File: src/rtl/dvi_tx_timing_ctrl.sv
// Purpose: DVI video timing generator and pixel scheduler; starts and stops only on frame boundaries.
// Latency: 1 cycle from the h/v counters to den/hsync/vsync/frame_start/pixel_data.
// Backpressure: none, the raster free-runs; an empty FIFO is read anyway and flagged as underflow.
//
// Ports:
//   pixel_clock, reset      - sole clock, synchronous active-high reset
//   enable                  - level request to transmit frames (acted on at frame boundaries)
//   underflow_clr           - one-cycle pulse clearing the sticky underflow flag
//   fifo_empty, fifo_data   - pixel FIFO status and read data (data valid the cycle after fifo_rd_en)
//   fifo_rd_en              - FIFO read strobe, combinational from state and counters
//   den, hsync, vsync       - registered timing outputs to the TMDS encoders
//   pixel_data              - {R,G,B} pixel aligned with den, zero outside den and on underflow
//   frame_start             - one-cycle pulse with the first den of each frame
//   running                 - high while a frame is being generated
//   underflow               - sticky, set when a read hits an empty FIFO
module dvi_tx_timing_ctrl #(
  parameter int H_ACTIVE = 1280,
  parameter int H_FP     = 110,
  parameter int H_SYNC   = 40,
  parameter int H_BP     = 220,
  parameter int V_ACTIVE = 720,
  parameter int V_FP     = 5,
  parameter int V_SYNC   = 5,
  parameter int V_BP     = 20,
  parameter bit HS_POL   = 1'b1,
  parameter bit VS_POL   = 1'b1
) (
  input  logic        pixel_clock,
  input  logic        reset,
  input  logic        enable,
  input  logic        underflow_clr,
  input  logic        fifo_empty,
  input  logic [23:0] fifo_data,
  output logic        fifo_rd_en,
  output logic        den,
  output logic        hsync,
  output logic        vsync,
  output logic [23:0] pixel_data,
  output logic        frame_start,
  output logic        running,
  output logic        underflow
);

  localparam int H_TOTAL = H_ACTIVE + H_FP + H_SYNC + H_BP;
  localparam int V_TOTAL = V_ACTIVE + V_FP + V_SYNC + V_BP;

  localparam logic [11:0] H_ACT_END  = 12'(H_ACTIVE);
  localparam logic [11:0] H_SYNC_BEG = 12'(H_ACTIVE + H_FP);
  localparam logic [11:0] H_SYNC_END = 12'(H_ACTIVE + H_FP + H_SYNC);
  localparam logic [11:0] H_LAST     = 12'(H_TOTAL - 1);
  localparam logic [11:0] V_ACT_END  = 12'(V_ACTIVE);
  localparam logic [11:0] V_SYNC_BEG = 12'(V_ACTIVE + V_FP);
  localparam logic [11:0] V_SYNC_END = 12'(V_ACTIVE + V_FP + V_SYNC);
  localparam logic [11:0] V_LAST     = 12'(V_TOTAL - 1);

  typedef enum logic [1:0] {
    IDLE = 2'd0,
    RUN  = 2'd1,
    STOP = 2'd2
  } state_t;

  state_t      state;
  logic [11:0] h_cnt;
  logic [11:0] v_cnt;
  logic        pix_ok;     // slot had a real FIFO word; gates fifo_data onto the pins

  logic active_now;
  logic hs_region;
  logic vs_region;
  logic last_pix;
  logic h_wrap;

  assign h_wrap     = (h_cnt == H_LAST);
  assign last_pix   = h_wrap && (v_cnt == V_LAST);
  assign active_now = (state != IDLE) && (h_cnt < H_ACT_END) && (v_cnt < V_ACT_END);
  assign hs_region  = (state != IDLE) && (h_cnt >= H_SYNC_BEG) && (h_cnt < H_SYNC_END);
  assign vs_region  = (state != IDLE) && (v_cnt >= V_SYNC_BEG) && (v_cnt < V_SYNC_END);

  // Read whenever the raster needs a pixel, even if the FIFO is empty.
  assign fifo_rd_en = active_now;

  // The FIFO's own read register supplies the word in the cycle after fifo_rd_en,
  // which is exactly when den is up, so the pixel only needs a registered gate.
  assign pixel_data = pix_ok ? fifo_data : 24'h000000;

  always_ff @(posedge pixel_clock) begin
    if (reset) begin
      state       <= IDLE;
      h_cnt       <= '0;
      v_cnt       <= '0;
      den         <= 1'b0;
      hsync       <= ~HS_POL;
      vsync       <= ~VS_POL;
      frame_start <= 1'b0;
      pix_ok      <= 1'b0;
      underflow   <= 1'b0;
      running     <= 1'b0;
    end else begin
      case (state)
        IDLE: begin
          h_cnt   <= '0;
          v_cnt   <= '0;
          running <= enable;
          if (enable) state <= RUN;
        end
        RUN, STOP: begin
          if (h_wrap) begin
            h_cnt <= '0;
            v_cnt <= (v_cnt == V_LAST) ? 12'd0 : v_cnt + 12'd1;
          end else begin
            h_cnt <= h_cnt + 12'd1;
          end
          // enable only matters at the last pixel; mid-frame it just moves
          // between RUN and STOP, which generate identical timing.
          if (last_pix) begin
            state   <= enable ? RUN : IDLE;
            running <= enable;
          end else begin
            state   <= enable ? RUN : STOP;
            running <= 1'b1;
          end
        end
        default: begin
          state   <= IDLE;
          h_cnt   <= '0;
          v_cnt   <= '0;
          running <= 1'b0;
        end
      endcase

      den         <= active_now;
      hsync       <= hs_region ? HS_POL : ~HS_POL;
      vsync       <= vs_region ? VS_POL : ~VS_POL;
      frame_start <= active_now && (h_cnt == 12'd0) && (v_cnt == 12'd0);
      pix_ok      <= active_now && !fifo_empty;
      // A new underflow in the same cycle as a clear keeps the flag set.
      underflow   <= (active_now && fifo_empty) || (underflow && !underflow_clr);
    end
  end

endmodule

File: config.mk
export PLATFORM = sky130hd
export DESIGN_NAME = dvi_tx_timing_ctrl
export DESIGN_NICKNAME = d
export VERILOG_FILES = /design/src/rtl/dvi_tx_timing_ctrl.sv
export SDC_FILE = /design/constraint.sdc
export NUM_CORES = 1
export LEC_CHECK = 0
export BUFFER_PORTS_ARGS = -buffer_cell sky130_fd_sc_hd__buf_2
export CAP_MARGIN = 20
export CORE_MARGIN = 1
export CORE_UTILIZATION = 45
export CTS_BUF_LIST = sky130_fd_sc_hd__clkbuf_4
export CTS_CLUSTER_SIZE = 28
export DETAILED_ROUTE_END_ITERATION = 12
export PLACE_DENSITY_LB_ADDON = 0.3
export SYNTH_ARGS = -nofsm -noshare
export SYNTH_HDL_FRONTEND = slang
export SYNTH_SLANG_ARGS = --single-unit
File: constraint.sdc
create_clock -name pixel_clock -period 3.4 [get_ports pixel_clock]
set_clock_uncertainty 0.2 [all_clocks]
set_input_delay 0.34 -clock pixel_clock [delete_from_list [all_inputs] [get_ports pixel_clock]]
set_output_delay 0.34 -clock pixel_clock [all_outputs]
set_load 0.005 [all_outputs]
==> results of run 1 <==
metal layers:
layer,global-route usage,share of wire,vias up
met5,0,0,-
met4,0.0771,0.014,0
met3,0.0534,0.072,6
met2,0.324,0.46,69
met1,0.237,0.45,808
li1,-,-,914
cell usage after synthesis, drive strengths merged, types with 7 or more instances:
cell and instances:
a21oi 13, and2 26, buf 9, dfxtp 33
ha 9, inv 10, nand2 11, nand3 11
nand4 7, nor2 20, o21ai 8, o31ai 7
or4 9
state kept, by name, summed over array words and instances, names as in the netlist:
register     cells
pix_ok           1
underflow        1
h_cnt           12
frame_start      1
v_cnt           12
vsync            1
running          1
den              1
hsync            1
state            2
cell type report:
type / instances / area share
well taps: 50 / 0.0283
multi-input cells: 172 / 0.492
inverters: 10 / 0.0170
clock buffers: 6 / 0.0204
flip-flops and latches: 33 / 0.299
repair buffers: 61 / 0.141
clock inverters: 1 / 0.00170
kinds of logic (layout without fill, tap and decap cells):
group                    after synthesis  in the layout  synth area share
XOR/XNOR                              11             11            0.0517
buffers and inverters                 22             78            0.0605
adder cells (fa/ha/maj)                9              9            0.0605
flip-flops                            33             33             0.355
AO/OA/AOI/OAI                         34             34             0.108
multiplexers                           1              1           0.00538
AND/OR/NAND/NOR                      117            117             0.359
stage by stage:
step / std cells / util / hold WS (ns) / cell area (um2) / power [W]
final: 333 / 0.553 / 0.0354 / 2210 / 0.000690
after global routing: 333 / 0.553 / 0.0361 / 2210 / 0.000727
after CTS: 333 / 0.553 / 0.0373 / 2210 / 0.000696
after detailed placement: 325 / 0.538 / 0.280 / 2150 / 0.000489
after global placement: 325 / 0.538 / 0.275 / 2150 / 0.000488
after floorplan: 227 / - / 0.217 / 1860 / 0.000451
worst reg2reg max path: stages (launching register included):
cell and delay (ns):
dfxtp_1 0.35, or4_4 0.55, or4_1 0.88, or4_1 0.63
a21oi_1 0.16
worst paths after layout:
kind / end / cells after the start / slack [ns]
worst max-delay path: v_cnt[11] / 4 / 0.57
worst min-delay path: state[1] / 2 / 0.04
worst max register to register: v_cnt[11] / 4 / 0.57
worst min register to register: underflow / 2 / 0.28
power breakdown:
part	switching [W]	internal, W
logic	0.0000383	0.0000406
clock network	0.000127	0.0000829
registers	0.00000671	0.000395
total	0.000172	0.000518
==> impl_metrics.json, run 1 <==
{
  "drt_iter0_markers": 80,
  "grt_overflow": 0,
  "place_hpwl_mm": 3.06,
  "routed_via_density": 5.40,
  "layout_commonest_cell": "buf_2",
  "synthCells": 227,
  "setup_tns_ns": 0,
  "n_fill_cell": 383,
  "design.core.area_um2": 4000,
  "first_global_vias": 1449,
  "crit_path_end_kind": "register",
  "setup_ws_ns": 0.567,
  "leakage_nw": 0.898,
  "worstPathRequired_ns": 3.47,
  "clk_latency_ns": 0.34,
  "final_nets": 321,
  "wire_per_inst_um": 12.4,
  "crit_slowest_cell": "or4_1",
  "synth_nets": 265,
  "cts_tree": "done",
  "worstPathMaxFanout": 26,
  "cts_root_buffer": "clkbuf_4",
  "min_period_ns": 2.83,
  "reg2reg_from": "h_cnt[8]",
  "critPathTopFamily": "simple AND/OR/NAND/NOR gates",
  "path_class": "register to register",
  "cts.sinks": 33,
  "pin_count": 60,
  "postSynthAreaPerCell_um2": 8.20,
  "crit_chain": "or4_4 -> or4_1 -> or4_1 -> a21oi_1",
  "yosys-top-cells-area": "dfxtp_1 (35%), and2_1 (8.7%), ha_1 (6.0%)",
  "holdBufCountCts": 1,
  "grt_antenna_before_repair": 0,
  "drive_above_1_share": 0.244,
  "io_buffers": 59,
  "diodes": 0,
  "postRouteAntennaNets": 0,
  "multi_input_area_um2": 1090,
  "crit_arrival_ns": 2.90,
  "synth-main-ff-cell": "dfxtp_1",
  "post_cts_buffers": 0,
  "place_worst_setup_slack_ns": 0.610,
  "peakVddDrop_mv": 0.154,
  "async_flop_share": 0,
  "grt_setup_unrepaired": "no",
  "path_clk_slew_ns": 0.09,
  "hp-start": "enable",
  "fp.dieH_um": 66.3,
  "startpoint": "h_cnt[8]",
  "syn_to_final_growth_pct": 18.7,
  "htreeDepth": 2,
  "cap_violations": 0,
  "setup_viol": 0,
  "die_w_um": 66.3,
  "wl_mm": 4.13,
  "drc": 0,
  "seqCellArea_um2": 661,
  "cts-resized-gates": 0,
  "hold_viol_final": 0,
  "final_cell_mix": "buf_2 (59), dfxtp_1 (33), and2_1 (26)",
  "ys_seq_area_frac": 0.355,
  "hold_path.class": "input pin to register",
  "max_slew_margin": 0.518,
  "die_area_um2": 4400,
  "synth-edff-count": 0,
  "grt_pass1_wl_mm": 6.49,
  "grt_usage": 0.195,
  "initial_core_util": 0.465,
  "fmax_mhz": 353,
  "netlist_area_um2": 1860,
  "cp_slowest_stage_delay_ns": 0.88,
  "ys_types": 38,
  "row_count": 23,
  "cp-start-kind": "register",
  "synth_top_area_frac": 0.355,
  "crit_top_cell": "or4_1",
  "post-route-period-util": 0.833,
  "synth_seq_cells": 33,
  "grt_max_degree": 27,
  "crit_buf_inv": 0,
  "num_vias": 1797,
  "gp_congestion": 0.859,
  "clk_path_buf_depth": 2,
  "status": "finished clean",
  "power_density_nw_per_um2": 312,
  "drt-pass1-iter-count": 4,
  "timing.final.max_slew_violations": 0,
  "yosys.area.top_type": "dfxtp_1",
  "cts_buffers": 5,
  "tightest_slew_ns": 0.723,
  "yosys_warnings": 0
}
Note: power is estimated with default switching activity, not from simulation.
==> run 2, diff against run 1 <==
ABC_AREA = 1   (was not set)
clock period = 2.5 ns   (was 3.4 ns; I/O delays follow)
==> impl_metrics.json, run 2 <==
{
  "design.core.area_um2": 4410,
  "leakage_nw": 1.33,
  "hold_viol_final": 0,
  "synthTopCellsByCount": "nand2_1 (90), inv_1 (63), nor2_1 (45)",
  "drt-pass1-iter-count": 4,
  "initial_core_util": 0.473,
  "layout_commonest_cell": "nand2_1",
  "grt_usage": 0.204,
  "postRouteAntennaNets": 0,
  "yosys_warnings": 0,
  "post-route-period-util": 0.827,
  "cts_root_buffer": "clkbuf_4",
  "clk_latency_ns": 0.33,
  "yosys-top-cells-area": "dfxtp_1 (32%), nand2_1 (16%), inv_1 (11%)",
  "first_global_vias": 1856,
  "worstPathMaxFanout": 5,
  "drive_above_1_share": 0.208,
  "htreeDepth": 2,
  "wl_mm": 4.79,
  "cts_tree": "done",
  "wire_per_inst_um": 10.6,
  "grt_pass1_wl_mm": 8.13,
  "yosys.area.top_type": "dfxtp_1",
  "num_vias": 2140,
  "peakVddDrop_mv": 0.300,
  "die_w_um": 70.1,
  "die_area_um2": 4920,
  "crit_path_end_kind": "output pin",
  "path_clk_slew_ns": 0.09,
  "cts.sinks": 33,
  "syn_to_final_growth_pct": 20.1,
  "diodes": 0,
  "hold_path.class": "input pin to register",
  "path_class": "register to output pin",
  "fp.dieH_um": 70.1,
  "synth_seq_cells": 33,
  "clk_path_buf_depth": 2,
  "synth_nets": 371,
  "synthCells": 333,
  "rr_endpoint": "v_cnt[7]",
  "hp-start": "reset",
  "grt_setup_unrepaired": "no",
  "cts_buffers": 5,
  "postSynthAreaPerCell_um2": 6.27,
  "netlist_area_um2": 2090,
  "max_slew_margin": 0.521,
  "final_cell_mix": "nand2_1 (90), inv_1 (63), buf_2 (59)",
  "fmax_mhz": 483,
  "reg2reg_depth": 8,
  "status": "finished clean",
  "synth_top_area_frac": 0.316,
  "ys_types": 29,
  "synth.most_common_cell": "nand2_1",
  "regToRegSetupSlack_ns": 0.76,
  "cap_violations": 0,
  "synth-edff-count": 0,
  "power_density_nw_per_um2": 370,
  "reg_top3": "h_cnt (12), v_cnt (12), state (2)",
  "grt_max_degree": 25,
  "ys_seq_area_frac": 0.316,
  "grt_overflow": 0,
  "final_nets": 437,
  "tightest_slew_ns": 0.718,
  "reg2reg_from": "state[0]",
  "post_cts_buffers": 0,
  "min_period_ns": 2.07,
  "grt_antenna_before_repair": 0,
  "worstPathRequired_ns": 2.05,
  "cp-start-kind": "register",
  "drt_iter0_markers": 127,
  "timing.final.max_slew_violations": 0,
  "setup_viol": 0,
  "gp_congestion": 0.898,
  "pin_count": 60,
  "place_hpwl_mm": 3.79,
  "crit_arrival_ns": 1.62,
  "io_buffers": 59,
  "async_flop_share": 0,
  "row_count": 24,
  "hold_depth": 4,
  "drc": 0,
  "routed_via_density": 4.75,
  "synth-main-ff-cell": "dfxtp_1",
  "fin_util": 0.568,
  "min_to": "state[1]",
  "setup_tns_ns": 0
}
==> run 2: per-layer routing <==
| layer | up-vias | share of wire | GRT usage |
|---|---|---|---|
| met5 | - | 0 | 0 |
| met4 | 0 | 0.016 | 0.0733 |
| met3 | 10 | 0.034 | 0.0462 |
| met2 | 39 | 0.48 | 0.329 |
| met1 | 929 | 0.47 | 0.267 |
| li1 | 1162 | - | - |
==> run 2: final cells by class <==
| type | instances | area, um2 |
|---|---|---|
| clock inverters | 1 | 3.75 |
| multi-input cells | 230 | 1160 |
| repair buffers | 62 | 325 |
| flip-flops and latches | 33 | 661 |
| inverters | 67 | 251 |
| clock buffers | 6 | 45.0 |
| fillers | 434 | 1910 |
| well taps | 52 | 65.1 |
==> run 2: repair_timing <==
action | CTS | global route
gates resized for setup | 0 | 0
hold buffers | 3 | 0
hold endpoints to repair | 3 | 0
==> run 2: worst max-delay path, cell delays in order, from the launching register on <==
cell and delay, ns:
dfxtp_1 0.36, inv_1 0.05, ha_1 0.25, inv_1 0.12, nand4_1 0.10, a21oi_1 0.17
nand2_1 0.07, inv_1 0.06, buf_2 0.11
==> run 2: worst max path at each step <==
stage | startpoint | end
2_1_floorplan | h_cnt[0] | v_cnt[1]
3_3_place_gp | state[0] | v_cnt[9]
3_5_place_dp | h_cnt[0] | v_cnt[7]
4_1_cts | state[0] | fifo_rd_en
5_1_grt | state[0] | fifo_rd_en
6_report | state[0] | fifo_rd_en
==> run 2: cells by family (layout without fill, tap and decap cells) <==
logic type               count (synthesis)  after routing  synth area share
AO/OA/AOI/OAI                           25             25            0.0683
XOR/XNOR                                 3              3            0.0126
flip-flops                              33             33             0.316
adder cells (fa/ha/maj)                  9              9            0.0539
buffers and inverters                   70            136             0.129
AND/OR/NAND/NOR                        193            193             0.419
==> run 2: metrics by stage <==
stage	cells	power, W	area [um2]	hold slack [ns]	worst slack, ns
2_1_floorplan	333	0.000609	2090	0.122	0.957
3_3_place_gp	441	0.000653	2430	0.229	0.794
3_5_place_dp	441	0.000656	2430	0.232	0.766
4_1_cts	451	0.000941	2510	0.0235	0.408
5_1_grt	451	0.000975	2510	0.0485	0.229
6_report	451	0.000927	2510	0.0348	0.431
==> run 2: power by group <==
part	switching, W	internal, W
Clock	0.000168	0.000113
Sequential	0.00000848	0.000534
Combinational	0.0000550	0.0000487
